==> src/rtl/seg7_scan_ctrl_if.sv <==
// Display bus between the clock/alarm counters and the 7-segment scan controller.
// Carries the packed BCD value, per-digit masks and the active-low pin drives.
interface seg7_scan_ctrl_if #(
    parameter int unsigned NUM_DIGITS = 4
);
    logic [4*NUM_DIGITS-1:0] bcd;
    logic [NUM_DIGITS-1:0]   dp_mask;
    logic [NUM_DIGITS-1:0]   blink_mask;
    logic                    lz_suppress;
    logic [6:0]              seg;
    logic                    dp;
    logic [NUM_DIGITS-1:0]   an;
    logic                    frame_start;

    // Source side: supplies the value to show, observes the pins
    modport master (
        output bcd, dp_mask, blink_mask, lz_suppress,
        input  seg, dp, an, frame_start
    );

    // Controller side
    modport slave (
        input  bcd, dp_mask, blink_mask, lz_suppress,
        output seg, dp, an, frame_start
    );
endinterface

==> src/rtl/seg7_scan_ctrl.sv <==
// Time-multiplexed N-digit 7-segment scan controller with per-digit decimal
// points, leading-zero suppression, dead-time blanking between digits and a
// frame-coherent snapshot of the displayed value.
// Optional feature macro: SEG7_BLINK_EN enables per-digit blinking.
module seg7_scan_ctrl #(
    parameter int unsigned NUM_DIGITS     = 4,
    parameter int unsigned REFRESH_CYCLES = 500_000,
    parameter int unsigned DEAD_CYCLES    = 1_000,
    parameter int unsigned BLINK_CYCLES   = 50_000_000
) (
    input  logic             CLK100MHZ,
    input  logic             rst,
    seg7_scan_ctrl_if.slave  bus
);
    localparam int unsigned CNT_W = (REFRESH_CYCLES > 1) ? $clog2(REFRESH_CYCLES) : 1;
    localparam int unsigned IDX_W = (NUM_DIGITS > 1) ? $clog2(NUM_DIGITS) : 1;
    localparam int unsigned BCD_W = 4 * NUM_DIGITS;

    localparam logic [CNT_W-1:0] CNT_LAST = CNT_W'(REFRESH_CYCLES - 1);
    localparam logic [CNT_W-1:0] CNT_DEAD = CNT_W'(DEAD_CYCLES);
    localparam logic [IDX_W-1:0] IDX_LAST = IDX_W'(NUM_DIGITS - 1);

    typedef enum logic {
        ST_BLANK = 1'b0,
        ST_DRIVE = 1'b1
    } state_e;

    logic [CNT_W-1:0]      cnt_q, cnt_d;
    logic [IDX_W-1:0]      idx_q, idx_d;
    state_e                state_q, state_d;
    logic                  snap_c;

    logic [BCD_W-1:0]      sh_bcd_q;
    logic [NUM_DIGITS-1:0] sh_dp_q;
    logic                  sh_lz_q;

    logic [NUM_DIGITS-1:0] zero_above_c;
    logic [3:0]            digit_c;
    logic                  lz_blank_c;
    logic                  blink_blank_c;

    logic [NUM_DIGITS-1:0] an_q, an_d;
    logic [6:0]            seg_q, seg_d;
    logic                  dp_q, dp_d;
    logic                  frame_start_q;

    // Active-low segment pattern {a..g}; non-decimal codes render as a dash
    function automatic logic [6:0] decode(input logic [3:0] code);
        logic [6:0] pat;
        case (code)
            4'd0:    pat = 7'b0000001;
            4'd1:    pat = 7'b1001111;
            4'd2:    pat = 7'b0010010;
            4'd3:    pat = 7'b0000110;
            4'd4:    pat = 7'b1001100;
            4'd5:    pat = 7'b0100100;
            4'd6:    pat = 7'b0100000;
            4'd7:    pat = 7'b0001111;
            4'd8:    pat = 7'b0000000;
            4'd9:    pat = 7'b0000100;
            default: pat = 7'b1111110;
        endcase
        return pat;
    endfunction

    // Slot counter, digit index and the BLANK/DRIVE phase of the coming cycle
    always_comb begin
        cnt_d   = (cnt_q == CNT_LAST) ? '0 : cnt_q + CNT_W'(1);
        idx_d   = idx_q;
        if (cnt_q == CNT_LAST) begin
            idx_d = (idx_q == IDX_LAST) ? '0 : idx_q + IDX_W'(1);
        end
        state_d = (cnt_d < CNT_DEAD) ? ST_BLANK : ST_DRIVE;
        snap_c  = (cnt_q == '0) && (idx_q == '0);
    end

    // zero_above_c[i]: shadow digit i and every more-significant digit are zero
    always_comb begin
        zero_above_c = '0;
        for (int unsigned i = 0; i < NUM_DIGITS; i++) begin
            zero_above_c[i] = ((sh_bcd_q >> (4 * i)) == '0);
        end
    end

    assign digit_c    = sh_bcd_q[{idx_q, 2'b00} +: 4];
    assign lz_blank_c = sh_lz_q && (idx_q != '0) && zero_above_c[idx_q];

`ifdef SEG7_BLINK_EN
    localparam int unsigned BLINK_W = (BLINK_CYCLES > 1) ? $clog2(BLINK_CYCLES) : 1;
    localparam logic [BLINK_W-1:0] BLINK_LAST = BLINK_W'(BLINK_CYCLES - 1);

    logic [BLINK_W-1:0]    blink_cnt_q, blink_cnt_d;
    logic                  blink_phase_q, blink_phase_d;
    logic [NUM_DIGITS-1:0] sh_blink_q;

    // Free-running blink half-period counter
    always_comb begin
        blink_cnt_d   = blink_cnt_q + BLINK_W'(1);
        blink_phase_d = blink_phase_q;
        if (blink_cnt_q == BLINK_LAST) begin
            blink_cnt_d   = '0;
            blink_phase_d = ~blink_phase_q;
        end
    end

    // Blink state and the blink-mask shadow, captured with the rest of the frame
    always_ff @(posedge CLK100MHZ) begin
        if (rst) begin
            blink_cnt_q   <= '0;
            blink_phase_q <= 1'b0;
            sh_blink_q    <= '0;
        end else begin
            blink_cnt_q   <= blink_cnt_d;
            blink_phase_q <= blink_phase_d;
            if (snap_c) begin
                sh_blink_q <= bus.blink_mask;
            end
        end
    end

    assign blink_blank_c = blink_phase_q && sh_blink_q[idx_q];
`else
    logic blink_unused;
    assign blink_unused  = ^{bus.blink_mask, BLINK_CYCLES[0]};
    assign blink_blank_c = 1'b0;
`endif

    // Pin drive for the current slot; any blank condition turns the whole digit off
    always_comb begin
        an_d  = '1;
        seg_d = '1;
        dp_d  = 1'b1;
        if ((state_q == ST_DRIVE) && !lz_blank_c && !blink_blank_c) begin
            an_d[idx_q] = 1'b0;
            seg_d       = decode(digit_c);
            dp_d        = ~sh_dp_q[idx_q];
        end
    end

    // Scan state, frame snapshot and registered pin outputs
    always_ff @(posedge CLK100MHZ) begin
        if (rst) begin
            cnt_q         <= '0;
            idx_q         <= '0;
            state_q       <= ST_BLANK;
            sh_bcd_q      <= '0;
            sh_dp_q       <= '0;
            sh_lz_q       <= 1'b0;
            an_q          <= '1;
            seg_q         <= '1;
            dp_q          <= 1'b1;
            frame_start_q <= 1'b0;
        end else begin
            cnt_q         <= cnt_d;
            idx_q         <= idx_d;
            state_q       <= state_d;
            if (snap_c) begin
                sh_bcd_q <= bus.bcd;
                sh_dp_q  <= bus.dp_mask;
                sh_lz_q  <= bus.lz_suppress;
            end
            an_q          <= an_d;
            seg_q         <= seg_d;
            dp_q          <= dp_d;
            frame_start_q <= snap_c;
        end
    end

    assign bus.an          = an_q;
    assign bus.seg         = seg_q;
    assign bus.dp          = dp_q;
    assign bus.frame_start = frame_start_q;

endmodule

==> src/flat_wrapper.sv <==
// flat-port wrapper written by rule: the top's interface ports become plain ports
module seg7_scan_ctrl_flat 
#(
    parameter int unsigned NUM_DIGITS     = 4,
    parameter int unsigned REFRESH_CYCLES = 500_000,
    parameter int unsigned DEAD_CYCLES    = 1_000,
    parameter int unsigned BLINK_CYCLES   = 50_000_000
)
  (CLK100MHZ, rst, bus_bcd, bus_dp_mask, bus_blink_mask, bus_lz_suppress, bus_seg, bus_dp, bus_an, bus_frame_start);
  seg7_scan_ctrl_if #(.NUM_DIGITS(NUM_DIGITS)) bus_i ();
  input  logic CLK100MHZ;
  input  logic rst;
  input wire logic [$bits(bus_i.bcd)-1:0] bus_bcd;
  input wire logic [$bits(bus_i.dp_mask)-1:0] bus_dp_mask;
  input wire logic [$bits(bus_i.blink_mask)-1:0] bus_blink_mask;
  input wire logic [$bits(bus_i.lz_suppress)-1:0] bus_lz_suppress;
  output wire logic [$bits(bus_i.seg)-1:0] bus_seg;
  output wire logic [$bits(bus_i.dp)-1:0] bus_dp;
  output wire logic [$bits(bus_i.an)-1:0] bus_an;
  output wire logic [$bits(bus_i.frame_start)-1:0] bus_frame_start;
  assign bus_i.bcd = bus_bcd;
  assign bus_i.dp_mask = bus_dp_mask;
  assign bus_i.blink_mask = bus_blink_mask;
  assign bus_i.lz_suppress = bus_lz_suppress;
  assign bus_seg = bus_i.seg;
  assign bus_dp = bus_i.dp;
  assign bus_an = bus_i.an;
  assign bus_frame_start = bus_i.frame_start;
  seg7_scan_ctrl #(.NUM_DIGITS(NUM_DIGITS), .REFRESH_CYCLES(REFRESH_CYCLES), .DEAD_CYCLES(DEAD_CYCLES), .BLINK_CYCLES(BLINK_CYCLES)) u_core (.CLK100MHZ(CLK100MHZ), .rst(rst), .bus(bus_i));
endmodule
==> config.mk <==
export PLATFORM = sky130hd
export DESIGN_NAME = seg7_scan_ctrl_flat
export DESIGN_NICKNAME = d
export VERILOG_FILES = /design/src/rtl/seg7_scan_ctrl_if.sv /design/src/rtl/seg7_scan_ctrl.sv /design/src/flat_wrapper.sv
export SDC_FILE = /design/constraint.sdc
export NUM_CORES = 1
export LEC_CHECK = 0
export ABC_AREA = 0
export BUFFER_PORTS_ARGS = -buffer_cell sky130_fd_sc_hd__buf_2
export CAP_MARGIN = 15
export CORE_MARGIN = 2
export CORE_UTILIZATION = 23
export DETAILED_ROUTE_END_ITERATION = 6
export PLACE_DENSITY_LB_ADDON = 0.1
export SLEW_MARGIN = 5
export SYNTH_ARGS = -nofsm -noshare
export SYNTH_HDL_FRONTEND = slang
export SYNTH_SLANG_ARGS = --single-unit
==> constraint.sdc <==
create_clock -name CLK100MHZ -period 2.63 [get_ports CLK100MHZ]
set_clock_uncertainty 0.1 [all_clocks]
set_input_delay 0.263 -clock CLK100MHZ [delete_from_list [all_inputs] [get_ports CLK100MHZ]]
set_output_delay 0.263 -clock CLK100MHZ [all_outputs]
set_load 0.01 [all_outputs]
==> results of run 1 <==
-- power breakdown --
group / leakage, nW / switching [mW] / internal [mW]
registers: 0.456 / 0.0305 / 0.883
clock network: 0.0871 / 0.317 / 0.478
logic: 0.682 / 0.121 / 0.0896
-- sequential cells by signal, summed over array words and instances (netlist names) --
signal                  cells
u_core.cnt_q               19
u_core.sh_dp_q              4
u_core.bus.dp               1
u_core.bus.seg              7
u_core.sh_bcd_q            16
u_core.idx_q                2
u_core.sh_lz_q              1
u_core.bus.an               4
u_core.state_q              1
u_core.bus.frame_start      1
-- cell usage in the layout, fill, tap and decap left out, drive strengths merged, types with 2 or more instances in the layout --
| master | n |
|---|---|
| xor2 | 7 |
| mux2i | 3 |
| and2 | 3 |
| o21ai | 5 |
| nor4 | 8 |
| nand2 | 58 |
| mux4 | 5 |
| xnor2 | 9 |
| nor2 | 29 |
| nor3b | 3 |
| ha | 12 |
| a21oi | 31 |
| nand4 | 4 |
| a22o | 2 |
| buf | 45 |
| and3 | 5 |
| inv | 6 |
| or4 | 2 |
| nor2b | 3 |
| dfxtp | 56 |
| clkbuf | 6 |
| nand2b | 5 |
| nor3 | 9 |
| nor4b | 2 |
| a31oi | 2 |
| nand3 | 10 |
-- cell type report --
cell class / instances / area (um2)
flip-flops and latches: 56 / 1120
repair buffers: 45 / 250
clock inverters: 2 / 38.8
fillers: 1284 / 8220
clock buffers: 6 / 139
multi-input cells: 232 / 1450
well taps: 143 / 179
inverters: 6 / 22.5
-- worst register-to-register path: stages (launching register included) --
cell and delay [ns]:
sky130_fd_sc_hd__dfxtp_1 0.45, sky130_fd_sc_hd__ha_1 0.21, sky130_fd_sc_hd__nand4_1 0.15, sky130_fd_sc_hd__nor4_1 0.31, sky130_fd_sc_hd__buf_4 0.18, sky130_fd_sc_hd__xor2_1 0.07, sky130_fd_sc_hd__nor4_1 0.26, sky130_fd_sc_hd__a31oi_1 0.16
sky130_fd_sc_hd__a311o_1 0.34
-- cells in the mapped netlist (all sizes together), types with 2 or more instances --
cell    instances
a21oi          31
a22o            2
a31oi           2
and2            3
and3            5
buf            11
clkbuf         10
dfxtp          56
ha             12
inv             6
mux2i           3
mux4            5
nand2          58
nand2b          5
nand3          10
nand4           4
nor2           29
nor2b           3
nor3            9
nor3b           3
nor4            8
nor4b           2
o21ai           5
or4             2
xnor2           9
xor2            7
-- per-layer routing --
metal / GRT usage, % / routed length, um / vias to the layer above
li1: - / - / 1141
met1: 16.3 / 3620 / 1040
met2: 16.8 / 2750 / 39
met3: 2.43 / 217 / 5
met4: 2.93 / 73 / 0
met5: 0 / 0 / -
-- cells by family (layout without fill, tap and decap cells) --
logic type / Yosys count / after routing / synth area share, %
AOI/OAI and AO/OA: 48 / 48 / 10.2
xor gates and xnor gates: 16 / 16 / 5.20
adders and majority gates: 12 / 12 / 5.57
buffers and inverters: 27 / 59 / 4.78
DFF: 56 / 56 / 41.6
muxes: 8 / 8 / 5.29
and+or+nand+nor: 148 / 148 / 27.4
-- worst max path at each step --
| stage | start | end | slack, ns | depth (start not counted) |
|---|---|---|---|---|
| floorplan | u_core.idx_q[1] | u_core.bus.seg[3] | 0.39 | 7 |
| finish | u_core.cnt_q[0] | u_core.state_q | 0.31 | 8 |
| detailed placement | u_core.cnt_q[0] | u_core.state_q | 0.31 | 7 |
| global route | u_core.cnt_q[0] | u_core.state_q | 0.11 | 8 |
| global placement | u_core.cnt_q[0] | u_core.state_q | 0.33 | 7 |
| CTS | u_core.cnt_q[0] | u_core.state_q | 0.30 | 7 |
-- through the flow --
stage	hold slack (ns)	util, %	power [mW]	std cells	worst slack, ns
3_3_place_gp	0.339	26.4	1.15	482	0.334
3_5_place_dp	0.345	26.4	1.15	482	0.310
4_1_cts	0.0956	28.0	1.95	490	0.302
5_1_grt	0.103	28.0	2.03	490	0.109
2_1_floorplan	0.290	-	1.08	315	0.393
6_report	0.101	28.0	1.92	490	0.305
==> metrics.log, run 1 <==
[metrics] required time at the worst-slack endpoint: 2.71 ns
[metrics] Cell Rows: 39
[metrics] drt drc: 0
[metrics] clock latency of the later-clocked register in the worst-skew pair: about 0.30 ns
[metrics] die span in y: between 100 and 150 um
[metrics] buffers added on ports: 35
[metrics] number of hold violations in the final report: 0
[metrics] result of the run: completed
[metrics] maximum count of clock buffers along a single path: 2
[metrics] DRC marker count from the first detailed-route iteration: 121
[metrics] peak supply drop: 290 uV
[metrics] Crit Reg-Reg Endpoint: u_core.state_q
[metrics] critical path's most frequent cell: sky130_fd_sc_hd__nor4_1
[metrics] Die X-Extent: 112 um
[metrics] total global-route track usage: 11.2%
[metrics] placement-stage cell area: 0.00302 mm2
[metrics] unrepaired setup endpoints after global routing: false
[metrics] Hold Path Sink: u_core.sh_bcd_q[8]
[metrics] standard cell core area: about 0.011 mm2
[metrics] Antenna diodes: 0
[metrics] Warnings, synthesis: 0
[metrics] post-CTS repair timing setup buffer count: 0
[metrics] Max Fclk: 430 MHz
[metrics] number of H-tree levels: 2
[metrics] number of enable-type register cells in the synthesized netlist: 0
[metrics] Period Utilization, post-route: 88.4%
[metrics] slowest CP cell: sky130_fd_sc_hd__dfxtp_1
[metrics] number of buffers inserted by hold repair at cts: 0
[metrics] async set-or-reset flop fraction in the synthesized netlist: 0%
[metrics] Die Area: 0.0126 mm2
[metrics] Seq/Total Area, Yosys: 41.6%
[metrics] kind of path behind the tightest hold check: primary input to register
[metrics] number of slew-limit violations in the final report: 0
[metrics] measured slew at the worst slew-check pin: 0.492 ns
[metrics] post-cts gate resize count: 0
[metrics] Worst EP arrival: 2.41 ns
[metrics] cells taking the most area after synthesis: sky130_fd_sc_hd__dfxtp_1 (42%), sky130_fd_sc_hd__nand2_1 (8.1%), sky130_fd_sc_hd__a21oi_1 (5.8%), sky130_fd_sc_hd__ha_1 (5.6%), sky130_fd_sc_hd__mux4_2 (4.2%)
[metrics] area delta synth->final: 18.6%
[metrics] flip-flop and latch count after synthesis: 56
[metrics] Final Instance Area: 0.00320 mm2
[metrics] max-cap check violation count: 0
[metrics] cts bufs inserted: 5
[metrics] class of the most critical setup path: register to register
[metrics] synthesized area: 0.00270 mm2
[metrics] number of iterations in the first detailed-routing pass: 4
[metrics] Total Routed Length: 6.66 mm
[metrics] final count of negative-setup-slack endpoints: 0
[metrics] slew margin rel.: between 60% and 70%
[metrics] cell depth of the worst hold path: 3
[metrics] Nets: slightly below 400
[metrics] ratio of routed vias to standard cells: 4.54
[metrics] routed via count: 2225
[metrics] layout cell share with drive strength beyond 1: 18.2%
[metrics] series of cell instances along the critical path: ha_1, nand4_1, nor4_1, buf_4, xor2_1, nor4_1, a31oi_1, a311o_1
[metrics] number of distinct standard cells referenced by the synthesized netlist: 47
[metrics] category of the worst setup path capture point: register
[metrics] post-detailed-route count of antenna-violating nets: 0
[metrics] initial core utilization: a little under a quarter
[metrics] residual overflow from global routing: 0
[metrics] highest cell delay on the worst timing path: 0.45 ns
[metrics] launch point of the worst hold path: bus_bcd[8]
[metrics] leading area contributor after synthesis: sky130_fd_sc_hd__dfxtp_1
[metrics] cell type group with the largest total delay on the critical path: simple AND/OR/NAND/NOR gates
[metrics] synthesized instance count: 315
[metrics] area share of the leading cell type in the synthesized netlist: 41.6%
[metrics] clock transition time at the flip-flop clock pins of the worst setup and hold paths: 0.08 ns
[metrics] Leak: around 1.2 nW
[metrics] Worst R2R Path Depth: 8
[metrics] total I/O pin count: 40
[metrics] critical-path maximum fanout: 7
[metrics] internal reg-to-reg setup slack: 0.31 ns
[metrics] number of clock sinks: 56
[metrics] clock tree from TritonCTS: yes
[metrics] power density normalized to cell area: 600 mW/mm2
[metrics] critical path startpoint category: register
[metrics] Net Count, Synth: around 350
[metrics] pin count of the biggest net entering global routing: 26
[metrics] ys flop type: sky130_fd_sc_hd__dfxtp_1
[metrics] first-pass GRT wire length: around 11 mm
[metrics] aggregate negative setup slack: 0 ns
[metrics] worst reg2reg path startpoint: u_core.cnt_q[0]
[metrics] placed wire-length estimate after detailed placement: 4.89 mm
[metrics] final RePlAce weighted congestion: 0.772
[metrics] average instance area after synthesis: 8.56 um2
[metrics] DR WL/cell: 13.6 um
[metrics] Root Buffer: sky130_fd_sc_hd__clkbuf_16
[metrics] count of buffering cells on the critical path with inverters included: 1
[metrics] number of antenna violations at the first check in global routing: 0
[metrics] number of global-route vias before repair: 2202
[metrics] Final Critical Period: 2.32 ns
Note: power is estimated with default switching activity, not from simulation.
==> inputs of run 2 (changes only) <==
--- a/config.mk
+++ b/config.mk
@@ -12,6 +12,7 @@
 export CORE_UTILIZATION = 23
 export DETAILED_ROUTE_END_ITERATION = 6
 export PLACE_DENSITY_LB_ADDON = 0.1
+export REMOVE_ABC_BUFFERS = 1
 export SLEW_MARGIN = 5
 export SYNTH_ARGS = -nofsm -noshare
 export SYNTH_HDL_FRONTEND = slang
==> run 2 against run 1 <==
Net effect: sequential cell count did not move; first-iteration DRC count shrank 60%; global-route usage hardly changed; maximum frequency increased by 2.3%; die area did not move; worst hold slack lost 0.0017 ns; clock-buffer cell count unchanged; clock power shrank 3.3%; via count is 0.22% lower; critical path type unchanged.
==> metrics.log, run 2 (synthesized netlist as in run 1, its figures left out) <==
[metrics] share of power burned in combinational logic: 11.3%
[metrics] die span in y: 112 um
[metrics] aggregate negative setup slack: 0 ns
[metrics] standard cell core area: 0.0114 mm2
[metrics] Biggest register: u_core.cnt_q
[metrics] power density normalized to cell area: slightly below 600 mW/mm2
[metrics] required time at the worst-slack endpoint: 2.72 ns
[metrics] Sw Ratio: around a quarter
[metrics] critical-path maximum fanout: 13
[metrics] clock transition time at the flip-flop clock pins of the worst setup and hold paths: 0.07 ns
[metrics] drt drc: 0
[metrics] ratio of routed vias to standard cells: ~4.5
[metrics] leading cell type in the layout, fill and taps excluded: sky130_fd_sc_hd__nand2_1
[metrics] critical path startpoint category: register
[metrics] Die Area: 0.0126 mm2
[metrics] relative contribution of sequential cells to total power: 48.2%
[metrics] total I/O pin count: 40
[metrics] endpoint of the worst setup timing path: u_core.state_q
[metrics] number of global-route vias before repair: 2216
[metrics] Total Power Consumption: 1.89 mW
[metrics] first-pass GRT wire length: 11.1 mm
[metrics] worst setup path startpoint: u_core.cnt_q[9]
[metrics] number of iterations in the first detailed-routing pass: 4
[metrics] peak supply drop: between 200 and 250 uV
[metrics] Worst R2R Path Depth: 6
[metrics] max-cap check violation count: 0
[metrics] internal reg-to-reg setup slack: approximately 0.36 ns
[metrics] Root Buffer: sky130_fd_sc_hd__clkbuf_16
[metrics] residual overflow from global routing: 0
[metrics] final count of negative-setup-slack endpoints: 0
[metrics] area delta synth->final: 18.9%
[metrics] post-CTS repair timing setup buffer count: 0
[metrics] DR WL/cell: 13.4 um
[metrics] Cell Rows: 39
[metrics] net switching component of the power: 473 uW
[metrics] result of the run: completed
[metrics] layout cell share with drive strength beyond 1: 18.9%
[metrics] Crit Reg-Reg Endpoint: u_core.state_q
[metrics] clock latency of the later-clocked register in the worst-skew pair: about 0.3 ns
[metrics] unrepaired setup endpoints after global routing: false
[metrics] commonest non-fill, non-tap cells in the layout: sky130_fd_sc_hd__nand2_1 (58), sky130_fd_sc_hd__dfxtp_1 (56), sky130_fd_sc_hd__buf_2 (35)
[metrics] Final Critical Period: around 2.3 ns
[metrics] buffers added on ports: 35
[metrics] number of clock sinks: 56
[metrics] kind of path behind the tightest hold check: primary input to register
[metrics] post-detailed-route count of antenna-violating nets: 0
[metrics] Leak: 1.23 nW
[metrics] number of antenna violations at the first check in global routing: 0
[metrics] Total Routed Length: between 6 and 7 mm
[metrics] Max Fclk: 440 MHz
[metrics] worst reg2reg path startpoint: u_core.cnt_q[9]
[metrics] category of the worst setup path capture point: register
[metrics] maximum count of clock buffers along a single path: 2
[metrics] class of the most critical setup path: register to register
[metrics] initial core utilization: 23.6%
[metrics] pin count of the biggest net entering global routing: 23
[metrics] number of H-tree levels: 2
[metrics] number of hold violations in the final report: 0
[metrics] Period Utilization, post-route: 86.4%
[metrics] total global-route track usage: around 11%
[metrics] clock tree from TritonCTS: yes
[metrics] Worst EP arrival: 2.36 ns
[metrics] Die X-Extent: between 100 and 150 um
[metrics] internal portion of total power: 1.42 mW
[metrics] final RePlAce weighted congestion: 0.727
[metrics] cts bufs inserted: 5
[metrics] number of slew-limit violations in the final report: 0
[metrics] DRC marker count from the first detailed-route iteration: 48
[metrics] Clk pwr share: between 40% and 50%
[metrics] flip-flop count of the largest register after layout: 19
[metrics] placed wire-length estimate after detailed placement: 4.90 mm
[metrics] Nets: a little under 400
[metrics] Antenna diodes: 0
[metrics] slew margin rel.: 74.0%
[metrics] measured slew at the worst slew-check pin: around 0.39 ns
[metrics] routed via count: 2220
## run 2: per-stage QoR
stage / hold slack, ns / util, % / instance area [um2] / setup WS [ns] / cells
final: 0.0992 / 28.1 / 3210 / 0.357 / 492
after global routing: 0.110 / 28.1 / 3210 / 0.0699 / 492
after CTS: 0.0922 / 28.0 / 3200 / 0.278 / 492
after detailed placement: 0.344 / 26.6 / 3030 / 0.297 / 484
after global placement: 0.340 / 26.6 / 3030 / 0.259 / 484
after floorplan: 0.232 / - / 2590 / 0.435 / 294
## run 2: repair_timing
action / CTS / global route
endpoints found under the setup margin: 0 / 1
gates resized for setup: 0 / 2
hold buffers: 0 / 0
## run 2: how the worst min path moves through the flow
stage | endpoint | startpoint | cells past startpoint | slack [ns]
2_1_floorplan | u_core.idx_q[0] | rst | 1 | 0.23
4_1_cts | u_core.sh_bcd_q[10] | bus_bcd[10] | 3 | 0.09
3_3_place_gp | u_core.sh_dp_q[0] | u_core.sh_dp_q[0] | 2 | 0.34
5_1_grt | u_core.sh_bcd_q[10] | bus_bcd[10] | 3 | 0.11
3_5_place_dp | u_core.sh_dp_q[0] | u_core.sh_dp_q[0] | 2 | 0.34
6_report | u_core.sh_bcd_q[10] | bus_bcd[10] | 3 | 0.1
## run 2: critical path, cell delays in order (launching register included)
cell and delay, ns:
sky130_fd_sc_hd__dfxtp_1 0.38, sky130_fd_sc_hd__nor3_1 0.21, sky130_fd_sc_hd__nand4b_1 0.20, sky130_fd_sc_hd__or4_4 0.63
sky130_fd_sc_hd__nand2b_4 0.19, sky130_fd_sc_hd__nor3b_1 0.10, sky130_fd_sc_hd__a311o_1 0.35
## run 2: cell type report
type | instances | area, um2
clock inverter | 2 | 35.0
sequential | 56 | 1120
inverter | 6 | 22.5
clock buffer | 6 | 129
multi-input combinational | 232 | 1450
fill | 1267 | 8210
tap | 143 | 179
timing repair buffer | 47 | 265
## run 2: per-layer routing
metal	GRT usage, %	part of all wire [%]
met5	0	0
met4	4.55	1.6
met3	2.54	2.8
met2	18.9	49
met1	13.9	47
## run 2: power groups by stage
stage          sequential, mW  clock, mW  combinational [mW]
6_report                0.913      0.769               0.213
5_1_grt                 0.919      0.824               0.246
4_1_cts                 0.913      0.798               0.219
3_5_place_dp            0.933          0               0.218
3_3_place_gp            0.933          0               0.218
2_1_floorplan           0.923          0               0.139
==> inputs of run 3 (changes only) <==
--- a/config.mk
+++ b/config.mk
@@ -9,7 +9,7 @@
 export BUFFER_PORTS_ARGS = -buffer_cell sky130_fd_sc_hd__buf_2
 export CAP_MARGIN = 15
 export CORE_MARGIN = 2
-export CORE_UTILIZATION = 23
+export CORE_UTILIZATION = 50
 export DETAILED_ROUTE_END_ITERATION = 6
 export PLACE_DENSITY_LB_ADDON = 0.1
 export REMOVE_ABC_BUFFERS = 1
==> run 3 against run 2 <==
Net effect: utilization up 30 points; clock power down 38%; maximum frequency down 5.9%; via count down 0.54%; power down 16%; combinational power down 3%; critical path depth unchanged; sequential power about the same; critical path type unchanged.
==> metrics.log, run 3 (synthesized netlist as in run 1, its figures left out) <==
[metrics] worst reg2reg path startpoint: u_core.cnt_q[3]
[metrics] clock transition time at the flip-flop clock pins of the worst setup and hold paths: 0.10 ns
[metrics] number of buffers inserted by hold repair at cts: 0
[metrics] DRC marker count from the first detailed-route iteration: 90
[metrics] Max Fclk: 414 MHz
[metrics] power density normalized to cell area: 532 mW/mm2
[metrics] result of the run: completed
[metrics] utilization of the core after routing: 58.4%
[metrics] number of antenna violations at the first check in global routing: 0
[metrics] final worst hold slack: 0.0781 ns
[metrics] unrepaired setup endpoints after global routing: false
[metrics] max-cap check violation count: 0
[metrics] ratio of routed vias to standard cells: around 5.3
[metrics] Root Buffer: sky130_fd_sc_hd__clkbuf_8
[metrics] Final Critical Period: about 2.4 ns
[metrics] cell type group with the largest total delay on the critical path: simple AND/OR/NAND/NOR gates
[metrics] count of buffering cells on the critical path with inverters included: 0
[metrics] Nets: 383
[metrics] number of iterations in the first detailed-routing pass: 4
[metrics] final RePlAce weighted congestion: 0.828
[metrics] Die X-Extent: between 70 and 80 um
[metrics] Total Power Consumption: 1.60 mW
[metrics] aggregate negative setup slack: 0 ns
[metrics] Total Routed Length: 5.45 mm
[metrics] routed via count: 2208
[metrics] number of clock sinks: 56
[metrics] DR WL/cell: between 10 and 15 um
[metrics] net switching component of the power: 432 uW
[metrics] post-cts gate resize count: 0
[metrics] layout cell share with drive strength beyond 1: 17.4%
[metrics] class of the most critical setup path: register to register
[metrics] Crit path depth: 6
[metrics] slew margin rel.: 63.9%
[metrics] relative contribution of sequential cells to total power: 57.3%
[metrics] kind of path behind the tightest hold check: primary input to register
[metrics] clock tree from TritonCTS: yes
[metrics] standard cell core area: roughly 0.0051 mm2
[metrics] Period Utilization, post-route: 91.8%
[metrics] post-CTS repair timing setup buffer count: 0
[metrics] commonest non-fill, non-tap cells in the layout: sky130_fd_sc_hd__nand2_1 (58), sky130_fd_sc_hd__dfxtp_1 (56), sky130_fd_sc_hd__buf_2 (35)
[metrics] Final Instance Area: about 0.0030 mm2
[metrics] Leak: 1.17 nW
[metrics] Cell Rows: 26
[metrics] launch point of the worst hold path: bus_dp_mask[3]
[metrics] required time at the worst-slack endpoint: about 2.7 ns
[metrics] Worst R2R Path Depth: 6
[metrics] drt drc: 0
[metrics] measured slew at the worst slew-check pin: 0.541 ns
[metrics] cell depth of the worst hold path: 3
[metrics] internal reg-to-reg setup slack: 0.22 ns
[metrics] leading cell type in the layout, fill and taps excluded: sky130_fd_sc_hd__nand2_1
[metrics] cell count after placement: 407
[metrics] placed wire-length estimate after detailed placement: slightly below 4 mm
[metrics] internal portion of total power: about 1.2 mW
[metrics] count of placed standard cells in the final layout, fillers left out: 415
[metrics] fillcell total: between 500 and 600
[metrics] Hold Path Sink: u_core.sh_dp_q[3]
[metrics] number of slew-limit violations in the final report: 0
[metrics] initial core utilization: 52.4%
[metrics] slowest CP cell: sky130_fd_sc_hd__dfxtp_1
[metrics] total I/O pin count: 40
[metrics] critical path startpoint category: register
[metrics] residual overflow from global routing: 0
[metrics] Setup WS post-layout: 0.216 ns
[metrics] placement-stage cell area: 0.00291 mm2
[metrics] cts bufs inserted: 5
[metrics] final count of negative-setup-slack endpoints: 0
[metrics] post-detailed-route count of antenna-violating nets: 0
[metrics] highest cell delay on the worst timing path: 0.54 ns
[metrics] pin count of the biggest net entering global routing: 25
[metrics] critical-path maximum fanout: 10
[metrics] clock latency of the later-clocked register in the worst-skew pair: 0.31 ns
[metrics] share of power burned in combinational logic: 12.9%
[metrics] category of the worst setup path capture point: register
[metrics] first-pass GRT wire length: between 9 and 10 mm
[metrics] number of H-tree levels: 2
[metrics] Crit Reg-Reg Endpoint: u_core.state_q
[metrics] number of hold violations in the final report: 0
[metrics] peak supply drop: 378 uV
[metrics] Biggest register: u_core.cnt_q
[metrics] Sw Ratio: 27.1%
[metrics] die span in y: 77.4 um
[metrics] Die Area: 0.00599 mm2
[metrics] number of global-route vias before repair: approximately 1800
[metrics] Placement Setup Slack: 0.307 ns
[metrics] Worst EP arrival: 2.52 ns
[metrics] Antenna diodes: 0
[metrics] area delta synth->final: 11.3%
[metrics] series of cell instances along the critical path: nand3_4, nor4_2, a21boi_0, nor4_1, a31oi_1, a311o_1
[metrics] buffers added on ports: 35
[metrics] Clk pwr share: about 30%
[metrics] flip-flop count of the largest register after layout: 19
[metrics] maximum count of clock buffers along a single path: 2
[metrics] total global-route track usage: 18.7%
==> run 3: changes by cell type in the layout (fill, tap and decap cells not counted), sizes merged <==
cell      delta
buf          -4
bufinv       -1
clkinvlp     +1
==> run 3: worst max path at each step <==
stage,from,to
floorplan,u_core.cnt_q[0],u_core.state_q
global placement,u_core.cnt_q[3],u_core.state_q
detailed placement,u_core.cnt_q[3],u_core.state_q
CTS,u_core.cnt_q[3],u_core.state_q
global route,u_core.cnt_q[3],u_core.state_q
finish,u_core.cnt_q[3],u_core.state_q
==> run 3: final cells by class <==
class                      count  area (um2)  share of cell area (%)
clock buffer                   6        72.6                    2.42
clock inverter                 2        16.3                   0.542
inverter                       6        22.5                   0.751
multi-input combinational    232        1450                    48.2
sequential                    56        1120                    37.4
tap                           70        87.6                    2.92
timing repair buffer          43         235                    7.84
==> run 3: worst register-to-register path, delay by kind of cell, from the launching register on <==
family / cells / cell delay (ns)
flip-flops: 1 / 0.54
AND/OR/NAND/NOR: 3 / 0.97
AO/OA/AOI/OAI: 3 / 0.71
==> run 3: power by group through the flow <==
stage               logic (mW)  clock network [mW]  registers, mW
floorplan                0.139                   0          0.923
global placement         0.205                   0          0.931
detailed placement       0.206                   0          0.933
CTS                      0.207               0.487          0.913
global route             0.239               0.516          0.918
finish                   0.206               0.476          0.914
==> run 3: routing by layer <==
| layer | track usage (%) | part of all wire (%) | up-vias |
|---|---|---|---|
| met3 | 2.79 | 3.9 | 7 |
| met1 | 29.3 | 55 | 1019 |
| met2 | 25.7 | 40 | 47 |
| li1 | - | - | 1135 |
| met5 | 0 | 0 | - |
| met4 | 7.32 | 1.4 | 0 |
